===== config.mk =====
export PLATFORM = sky130hd
export DESIGN_NAME = display_timing_gen
export DESIGN_NICKNAME = d
export VERILOG_FILES = /design/src/rtl/disp_timing_pkg.sv /design/src/rtl/disp_mod_counter.sv /design/src/rtl/display_timing_gen.sv
export SDC_FILE = /design/constraint.sdc
export NUM_CORES = 1
export LEC_CHECK = 0
export BUFFER_PORTS_ARGS = -buffer_cell sky130_fd_sc_hd__buf_2
export CAP_MARGIN = 30
export CORE_MARGIN = 5
export CORE_UTILIZATION = 55
export DETAILED_ROUTE_END_ITERATION = 10
export GPL_TIMING_DRIVEN = 0
export PLACE_DENSITY = 0.81
export SLEW_MARGIN = 20
export SYNTH_ARGS = -nofsm -noshare
export SYNTH_HDL_FRONTEND = slang
export SYNTH_SLANG_ARGS = --single-unit

===== constraint.sdc =====
create_clock -name clock -period 3 [get_ports clock]
set_clock_uncertainty 0.2 [all_clocks]
set_input_delay 0.45 -clock clock [delete_from_list [all_inputs] [get_ports clock]]
set_output_delay 0.45 -clock clock [all_outputs]
set_load 0.005 [all_outputs]

===== src/rtl/disp_timing_pkg.sv =====
// -----------------------------------------------------------------------------
// disp_timing_pkg
// Shared definitions for the display raster timing generator.
//   disp_state_t    : raster FSM state (IDLE, ACTIVE, VBLANK), 2-bit encoding
//   DISP_W          : default counter width
//   DISP_PIX_MAX    : default last pixel index per line
//   DISP_LINE_MAX   : default last active line index per frame
//   DISP_VB_MAX     : default last vertical-blank line index
// -----------------------------------------------------------------------------
package disp_timing_pkg;

  typedef enum logic [1:0] {
    ST_IDLE   = 2'd0,
    ST_ACTIVE = 2'd1,
    ST_VBLANK = 2'd2
  } disp_state_t;

  localparam int DISP_W        = 4;
  localparam int DISP_PIX_MAX  = 10;
  localparam int DISP_LINE_MAX = 10;
  localparam int DISP_VB_MAX   = 2;

endpackage


===== src/rtl/disp_mod_counter.sv =====
// -----------------------------------------------------------------------------
// disp_mod_counter
// Modulo counter 0..i_max with synchronous clear and a combinational wrap flag.
// Used for the pixel, line and blank-line counters and for the optional pixel
// prescaler of display_timing_gen.
// Ports:
//   clock     in  system clock
//   reset     in  synchronous, active-low reset
//   i_enable  in  advance the count by one (wrapping to 0 after i_max)
//   i_clear   in  force the count to 0 (wins over i_enable)
//   i_max     in  last count value before wrapping
//   o_count   out current count
//   o_wrap    out high while o_count == i_max
// -----------------------------------------------------------------------------
module disp_mod_counter
  import disp_timing_pkg::*;
#(
  parameter int W = DISP_W
) (
  input  logic         clock,
  input  logic         reset,
  input  logic         i_enable,
  input  logic         i_clear,
  input  logic [W-1:0] i_max,
  output logic [W-1:0] o_count,
  output logic         o_wrap
);

  logic [W-1:0] r_count;

  assign o_wrap  = (r_count == i_max);
  assign o_count = r_count;

  // NOTE: state registers are written with <= so every flop samples the
  // pre-edge values of its inputs, independent of block ordering.
  always_ff @(posedge clock) begin
    if (!reset || i_clear) begin
      r_count <= '0;
    end else if (i_enable) begin
      r_count <= o_wrap ? '0 : r_count + 1'b1;
    end
  end

endmodule


===== src/rtl/display_timing_gen.sv =====
// -----------------------------------------------------------------------------
// display_timing_gen
// Raster timing generator feeding int_controller. While CSDisplay is high it
// runs frames of (LINE_MAX+1) active lines followed by (VB_MAX+1) blank lines,
// each line being PIX_MAX+1 ticks. Hold freezes the raster.
//
// Optional feature macro: DISP_PIXEL_DIV_EN
//   defined   : a prescaler (0..PIX_DIV-1) divides the clock, one tick per
//               PIX_DIV clocks; parameter PIX_DIV is available.
//   undefined : one tick per clock whenever Hold is low.
//
// Ports:
//   clock       in   system clock, rising edge
//   reset       in   synchronous, active-low reset
//   CSDisplay   in   display enable, sampled only at frame boundaries
//   Hold        in   stall; freezes counters, prescaler and state
//   AIPOut      out  pixel index within the current line
//   AILOut      out  active line index (0 during blank)
//   VBOut       out  blank line index (0 during active)
//   FrameStart  out  registered one-clock pulse on the first pixel of a frame
//   LineEnd     out  high while AIPOut==PIX_MAX outside IDLE
//   InBlank     out  high while in VBLANK
// -----------------------------------------------------------------------------
module display_timing_gen
  import disp_timing_pkg::*;
#(
  parameter int W        = DISP_W,
  parameter int PIX_MAX  = DISP_PIX_MAX,
  parameter int LINE_MAX = DISP_LINE_MAX,
  parameter int VB_MAX   = DISP_VB_MAX
`ifdef DISP_PIXEL_DIV_EN
  ,
  parameter int PIX_DIV  = 2
`endif
) (
  input  logic         clock,
  input  logic         reset,
  input  logic         CSDisplay,
  input  logic         Hold,
  output logic [W-1:0] AIPOut,
  output logic [W-1:0] AILOut,
  output logic [W-1:0] VBOut,
  output logic         FrameStart,
  output logic         LineEnd,
  output logic         InBlank
);

  disp_state_t r_state;
  logic        r_frame_start;

  logic        w_tick;
  logic        w_running;
  logic        w_idle;
  logic        w_aip_wrap;
  logic        w_ail_wrap;
  logic        w_vb_wrap;

  assign w_idle    = (r_state == ST_IDLE);
  assign w_running = !w_idle;

`ifdef DISP_PIXEL_DIV_EN
  localparam int PW = (PIX_DIV > 1) ? $clog2(PIX_DIV) : 1;

  logic [PW-1:0] w_pre_count;
  logic          w_pre_wrap;

  // The prescaler only runs inside a frame, so every frame starts with a
  // full PIX_DIV-clock first pixel.
  disp_mod_counter #(.W(PW)) u_prescaler (
    .clock    (clock),
    .reset    (reset),
    .i_enable (!Hold && w_running),
    .i_clear  (w_idle),
    .i_max    (PW'(PIX_DIV - 1)),
    .o_count  (w_pre_count),
    .o_wrap   (w_pre_wrap)
  );

  assign w_tick = !Hold && w_pre_wrap;
`else
  assign w_tick = !Hold;
`endif

  // Pixel counter runs in both ACTIVE and VBLANK; line and blank counters
  // advance only on the last pixel of a line in their own phase. Their
  // natural wrap to 0 gives the AIL=0 / VB=0 values at phase changes.
  disp_mod_counter #(.W(W)) u_pix_cnt (
    .clock    (clock),
    .reset    (reset),
    .i_enable (w_tick && w_running),
    .i_clear  (w_idle),
    .i_max    (W'(PIX_MAX)),
    .o_count  (AIPOut),
    .o_wrap   (w_aip_wrap)
  );

  disp_mod_counter #(.W(W)) u_line_cnt (
    .clock    (clock),
    .reset    (reset),
    .i_enable (w_tick && (r_state == ST_ACTIVE) && w_aip_wrap),
    .i_clear  (w_idle),
    .i_max    (W'(LINE_MAX)),
    .o_count  (AILOut),
    .o_wrap   (w_ail_wrap)
  );

  disp_mod_counter #(.W(W)) u_vb_cnt (
    .clock    (clock),
    .reset    (reset),
    .i_enable (w_tick && (r_state == ST_VBLANK) && w_aip_wrap),
    .i_clear  (w_idle),
    .i_max    (W'(VB_MAX)),
    .o_count  (VBOut),
    .o_wrap   (w_vb_wrap)
  );

  // FrameStart defaults to 0 every clock, so it can never last longer than
  // the single clock following a frame-start transition.
  always_ff @(posedge clock) begin
    if (!reset) begin
      r_state       <= ST_IDLE;
      r_frame_start <= 1'b0;
    end else begin
      r_frame_start <= 1'b0;
      case (r_state)
        ST_IDLE: begin
          // Hold is deliberately ignored here.
          if (CSDisplay) begin
            r_state       <= ST_ACTIVE;
            r_frame_start <= 1'b1;
          end
        end
        ST_ACTIVE: begin
          if (w_tick && w_aip_wrap && w_ail_wrap) begin
            r_state <= ST_VBLANK;
          end
        end
        ST_VBLANK: begin
          // CSDisplay is only looked at on the final blank tick.
          if (w_tick && w_aip_wrap && w_vb_wrap) begin
            if (CSDisplay) begin
              r_state       <= ST_ACTIVE;
              r_frame_start <= 1'b1;
            end else begin
              r_state <= ST_IDLE;
            end
          end
        end
        default: r_state <= ST_IDLE;
      endcase
    end
  end

  assign FrameStart = r_frame_start;
  assign LineEnd    = w_running && w_aip_wrap;
  assign InBlank    = (r_state == ST_VBLANK);

endmodule


After elaboration in Yosys (flattened, before gate mapping)
Index checks and enable logic that the tools add are counted.
{"block": "classes", "n_addsub": 3, "n_eq_ne": 8, "mux": 11, "n_reduce_logical": 15}
{"cell": "$add A4 B1 Y4 const B", "n": 3}
{"cell": "$mux W4", "n": 3}
{"cell": "$logic_and A1 B1 Y1", "n": 9}
{"cell": "$eq A4 B4 Y1 const B", "n": 2}
{"cell": "$mux W2", "n": 3}
{"cell": "$pmux W2 S3", "n": 1}
{"cell": "$eq A4 B2 Y1 const B", "n": 1}
{"cell": "$ne A2 B1 Y1 const B", "n": 2}
{"cell": "$logic_not A1 Y1", "n": 3}
{"cell": "$mux W1", "n": 3}
{"cell": "$reduce_and A3 Y1", "n": 1}
{"cell": "$eq A2 B1 Y1 const B", "n": 1}
{"cell": "$eq A2 B2 Y1 const B", "n": 1}
{"cell": "$logic_not A2 Y1", "n": 1}
{"cell": "$ne A2 B2 Y1 const B", "n": 1}
{"cell": "$pmux W1 S2", "n": 1}
{"cell": "$logic_or A1 B1 Y1", "n": 1}
{"block": "totals", "regBits": 15, "elab_cells": 42}

Depth between registers and ports, before layout
{"block": "depth", "depth_word": 5, "mapped_depth": 5, "ltp_nobuf": 4}

By module
Synthesis repeated with hierarchy kept, for this count alone.
{"block": "unflattened", "hier_cells": 103, "hier_area_um2": 1086.0}
{"module": "disp_mod_counter", "instances": 3, "cells_each": 28, "area_per_inst_um2": 307.8}
{"module": "display_timing_gen", "instances": 1, "cells_each": 19, "area_per_inst_um2": 162.7}

Worst setup path before layout
OpenSTA, ideal clock, no wires.
{"block": "synth_timing", "path_type": "register to register", "start": "register u_pix_cnt.r_count[0] (netlist: u_pix_cnt.o_count[0])", "end": "register r_state[0]", "t_arrival_ps": 1367, "slack_ps": 1318, "stages_incl_launch_ff": 6, "n_path_buf": 1, "synth_period_minus_slack_ps": 1682, "cell_sequence": "dfxtp_1 > buf_6 > or3b_4 > nor4_4 > o22ai_1 > and3_1"}
{"block": "synth_via", "elab_chain_cells": 5, "word_cells_on_any_way": 7, "classes_between": "3 x eq/ne; 4 x reduce/logical"}
{"element": "start, declared", "line": "disp_mod_counter.sv:29", "text": "logic [W-1:0] r_count;"}
{"element": "start signal, assigned", "line": "disp_mod_counter.sv:40", "text": "r_count <= o_wrap ? '0 : r_count + 1'b1;"}
{"element": "$eq A4 B4 Y1 *", "line": "disp_mod_counter.sv:31", "text": "assign o_wrap = (r_count == i_max);"}
{"element": "$logic_and A1 B1 Y1 *", "line": "display_timing_gen.sv:134, display_timing_gen.sv:140"}
{"element": "$logic_and A1 B1 Y1, on equally long branches", "line": "display_timing_gen.sv:134, display_timing_gen.sv:140"}
{"element": "$ne A2 B1 Y1 (no source line)"}
{"element": "$reduce_and A3 Y1 (no source line) *"}
{"element": "end signal, assigned", "line": "display_timing_gen.sv:135", "text": "r_state <= ST_VBLANK;"}
{"element": "end signal, assigned", "line": "display_timing_gen.sv:142", "text": "r_state <= ST_ACTIVE;"}
{"element": "end signal, assigned", "line": "display_timing_gen.sv:145", "text": "r_state <= ST_IDLE;"}
{"element": "end, declared", "line": "display_timing_gen.sv:48", "text": "disp_state_t r_state;"}
Mark *: on every way between the ends. The rest lies on a longest branch, timed or not.
A chain may end at the register's enable or synchronous reset.

Worst setup path in the final report
{"block": "layout_timing", "start": "register u_pix_cnt.r_count[0] (netlist: u_pix_cnt.o_count[0])", "end": "output LineEnd"}
{"block": "layout_via", "elab_chain_cells": 2}
{"element": "$eq A4 B4 Y1", "line": "disp_mod_counter.sv:31"}
{"element": "$logic_and A1 B1 Y1", "line": "display_timing_gen.sv:155", "text": "assign LineEnd = w_running && w_aip_wrap;"}
{"element": "end, declared", "line": "display_timing_gen.sv:44", "text": "output logic LineEnd,"}
No other way between the ends.

==> summary.md <==
| Metric | Value |
|---|---|
| Run status | finished clean |
| NetSw | 0.0000741 W |
| Switching share of power | 22.1% |
| Cell area power density | 347 nW/um2 |
| Setup crit start kind | flop |
| Final instance area | 967 um2 |
| Vias in the first global route | 684 |
| Die ar. | 2390 um2 |
| Post-synth EDFFs | 0 |
| Multi-input gate area | 497 um2 |
| Dpl cells | 128 |
| Netlist Area Pre-Place | 831 um2 |
| Syn nets | 98 |
| Final Hold Fails | 0 |
| Cells along the critical path | buf_6 -> or3b_4 -> nor2_1 -> buf_2 |
| Critical path's slowest cell | or3b_4 |
| Asr flop ratio synth | 0% |
| Filler Cell Count | 130 |
| ANT cells | 0 |
| Max Slew Vio Count | 0 |
| WL/cell | 12.8 um |
| Seq/Total Area, Yosys | 36.1% |
| Setup Crit Path Kind | flop to output pin |
| IO Pins | 19 |
| CTS tree | yes |
| DRC violation count after routing | 0 |
| Initial antenna violation count | 0 |
| Maximum number of pins on one net before global-route repair | 11 |
| Finish-stage setup viols | 0 |
| Via density | 5.56 |
| CTS root buf | clkbuf_4 |
| Mean post-synth cell area | 8.84 um2 |
| Post-route ant nets | 0 |
| CTS buffer count | 3 |
| DP Area | 941 um2 |
| Combinational group share of total power | 5.9% |
| Area grow syn2layout | 16.4% |
| Layout cell share with drive strength beyond 1 | 26.7% |
| Slew HR | 69.7% |
| Worst path max stage delay | 0.43 ns |
| Hold slack | 0.219 ns |
| Clock Path Buffers | 2 |
| DR pass1 iterations | 4 |
| RSZ-0062 raised after global routing | false |
| Number of synthesized register bits | 15 |
| Drt first-iter violations | 4 |
| CTS clk-pin slew, worst paths | 0.08 ns |
| Data required, critical path | 2.35 ns |
| F_max | 489 MHz |
| Main flop type after synthesis | dfxtp_1 |
| # clock sinks | 15 |
| Max-cap violations | 0 |
| PostCTS Resize Cnt | 0 |
| Clk_lat worst skew | 0.28 ns |
| Period utilisation layout | 68.2% |
| Mapped Cells | 94 |
| CTS H-Tree Depth | 1 |
| Routability Congestion | 0.775 |
| Tot GR Track Use | 15.0% |
| Starting Density | 56.5% |
| Worst vdd ir | 190 uV |
| Crit end category | output pin |
| CTS Hold Bufs | 0 |
| Die Ht | 48.9 um |
| Vias | 734 |
| Seq pwr share | 60.9% |
| Layout Cells excl Fill | 132 |
| Clk pwr share | 33.2% |
| Total Wirelength | 1.69 mm |
| First-pass GRT wire length | 2.90 mm |
| Std cell rows | 14 |
| Tightest Pin Transition | 0.450 ns |
| Sequential cell area | 300 um2 |
| Core ar. | 1470 um2 |
| Die width | 48.9 um |
| Synth warnings | 0 |
| Post-CTS Setup Inserts | 0 |
| Final min period | 2.05 ns |
| IO buf count | 18 |
| Nets | 121 |
| Internal | 0.000262 W |
| DP Wirelength | 1.23 mm |
| Setup TNS | 0 ns |
| HP Class | input port to flop |
| GRT Residual Overflow | 0 |
| Leak | 0.393 nW |
| Critical path data arrival time | 1.40 ns |
| CP max FO | 10 |
| Yosys cell types | 36 |
sequential cells by signal, summed over array words and instances (netlist names):
signal / flops
u_vb_cnt.o_count: 4
FrameStart: 1
r_state: 2
u_line_cnt.o_count: 4
u_pix_cnt.o_count: 4
power by group through the flow:
stage | sequential (W) | combinational [W] | clock (W)
2_1_floorplan | 0.000208 | 0.0000123 | 0
3_3_place_gp | 0.000209 | 0.0000191 | 0
3_5_place_dp | 0.000209 | 0.0000195 | 0
4_1_cts | 0.000204 | 0.0000198 | 0.000115
5_1_grt | 0.000205 | 0.0000218 | 0.000125
6_report | 0.000204 | 0.0000199 | 0.000112
layer usage:
layer | wire, um | share of wire (%) | vias up | track usage, %
li1 | - | - | 376 | -
met4 | 19 | 1.1 | 0 | 6.73
met2 | 803 | 47 | 16 | 24.3
met1 | 796 | 47 | 338 | 18.2
met3 | 74 | 4.4 | 4 | 3.98
met5 | 0 | 0 | - | 0
per-stage QoR:
step	util (%)	setup slack, ns	total power (W)
floorplan	-	1.32	0.000221
global placement	63.9	1.19	0.000228
detailed placement	63.9	1.18	0.000229
CTS	65.7	0.945	0.000339
global route	65.7	0.876	0.000351
finish	65.7	0.953	0.000336
critical path: cells and delay by family (launching register included):
kind | cells | cell delay, ns
buf+inv | 2 | 0.25
flops | 1 | 0.32
simple gates | 2 | 0.55
layout by cell type, fill, tap and decap left out, types with 3 or more instances in the layout:
master,instances
buf_2,18
dfxtp_1,15
nor2_1,14
nand2_1,7
a21oi_1,6
o21ai_0,5
nor2b_1,4
xor2_1,4
nand3b_1,3
mux2i_1,3
clkbuf_4,3
synth_stat cells (2+ instances only):
cell type	number	area (um2)
dfxtp_1	15	300
nor2_1	14	52.6
nand2_1	7	26.3
a21oi_1	6	30.0
o21ai_0	5	25.0
nor2b_1	4	25.0
xor2_1	4	35.0
mux2i_1	3	30.0
nand3b_1	3	22.5
buf_6	2	22.5
inv_1	2	7.51
nand3_1	2	10.0
nand4_1	2	12.5
nor3b_1	2	15.0
or2b_2	2	17.5
kinds of logic after synthesis:
group	count (synthesis)	synth area share [%]
AND/OR/NAND/NOR	48	36.7
AO/OA/AOI/OAI	19	15.2
flip-flops	15	36.1
buffers and inverters	5	4.07
XOR/XNOR	4	4.22
multiplexers	3	3.61
layout make-up:
type	instances	area share, %
multi-input cells	74	51.4
inverters	2	0.776
flip-flops and latches	15	31.0
plain buffers	3	2.72
repair buffers	18	9.31
clock buffers	4	2.72
well taps	16	2.07
path summary, 6_finish.rpt:
kind	from	endpoint	slack, ns	cells past startpoint
setup / recovery	u_pix_cnt.o_count[0]	LineEnd	0.95	4
hold reg to reg	u_vb_cnt.o_count[0]	u_vb_cnt.o_count[0]	0.34	2
hold / removal	reset	r_state[1]	0.22	2
setup reg to reg	u_pix_cnt.o_count[0]	r_state[0]	1.24	5
Power figures use the tool's default switching activity.
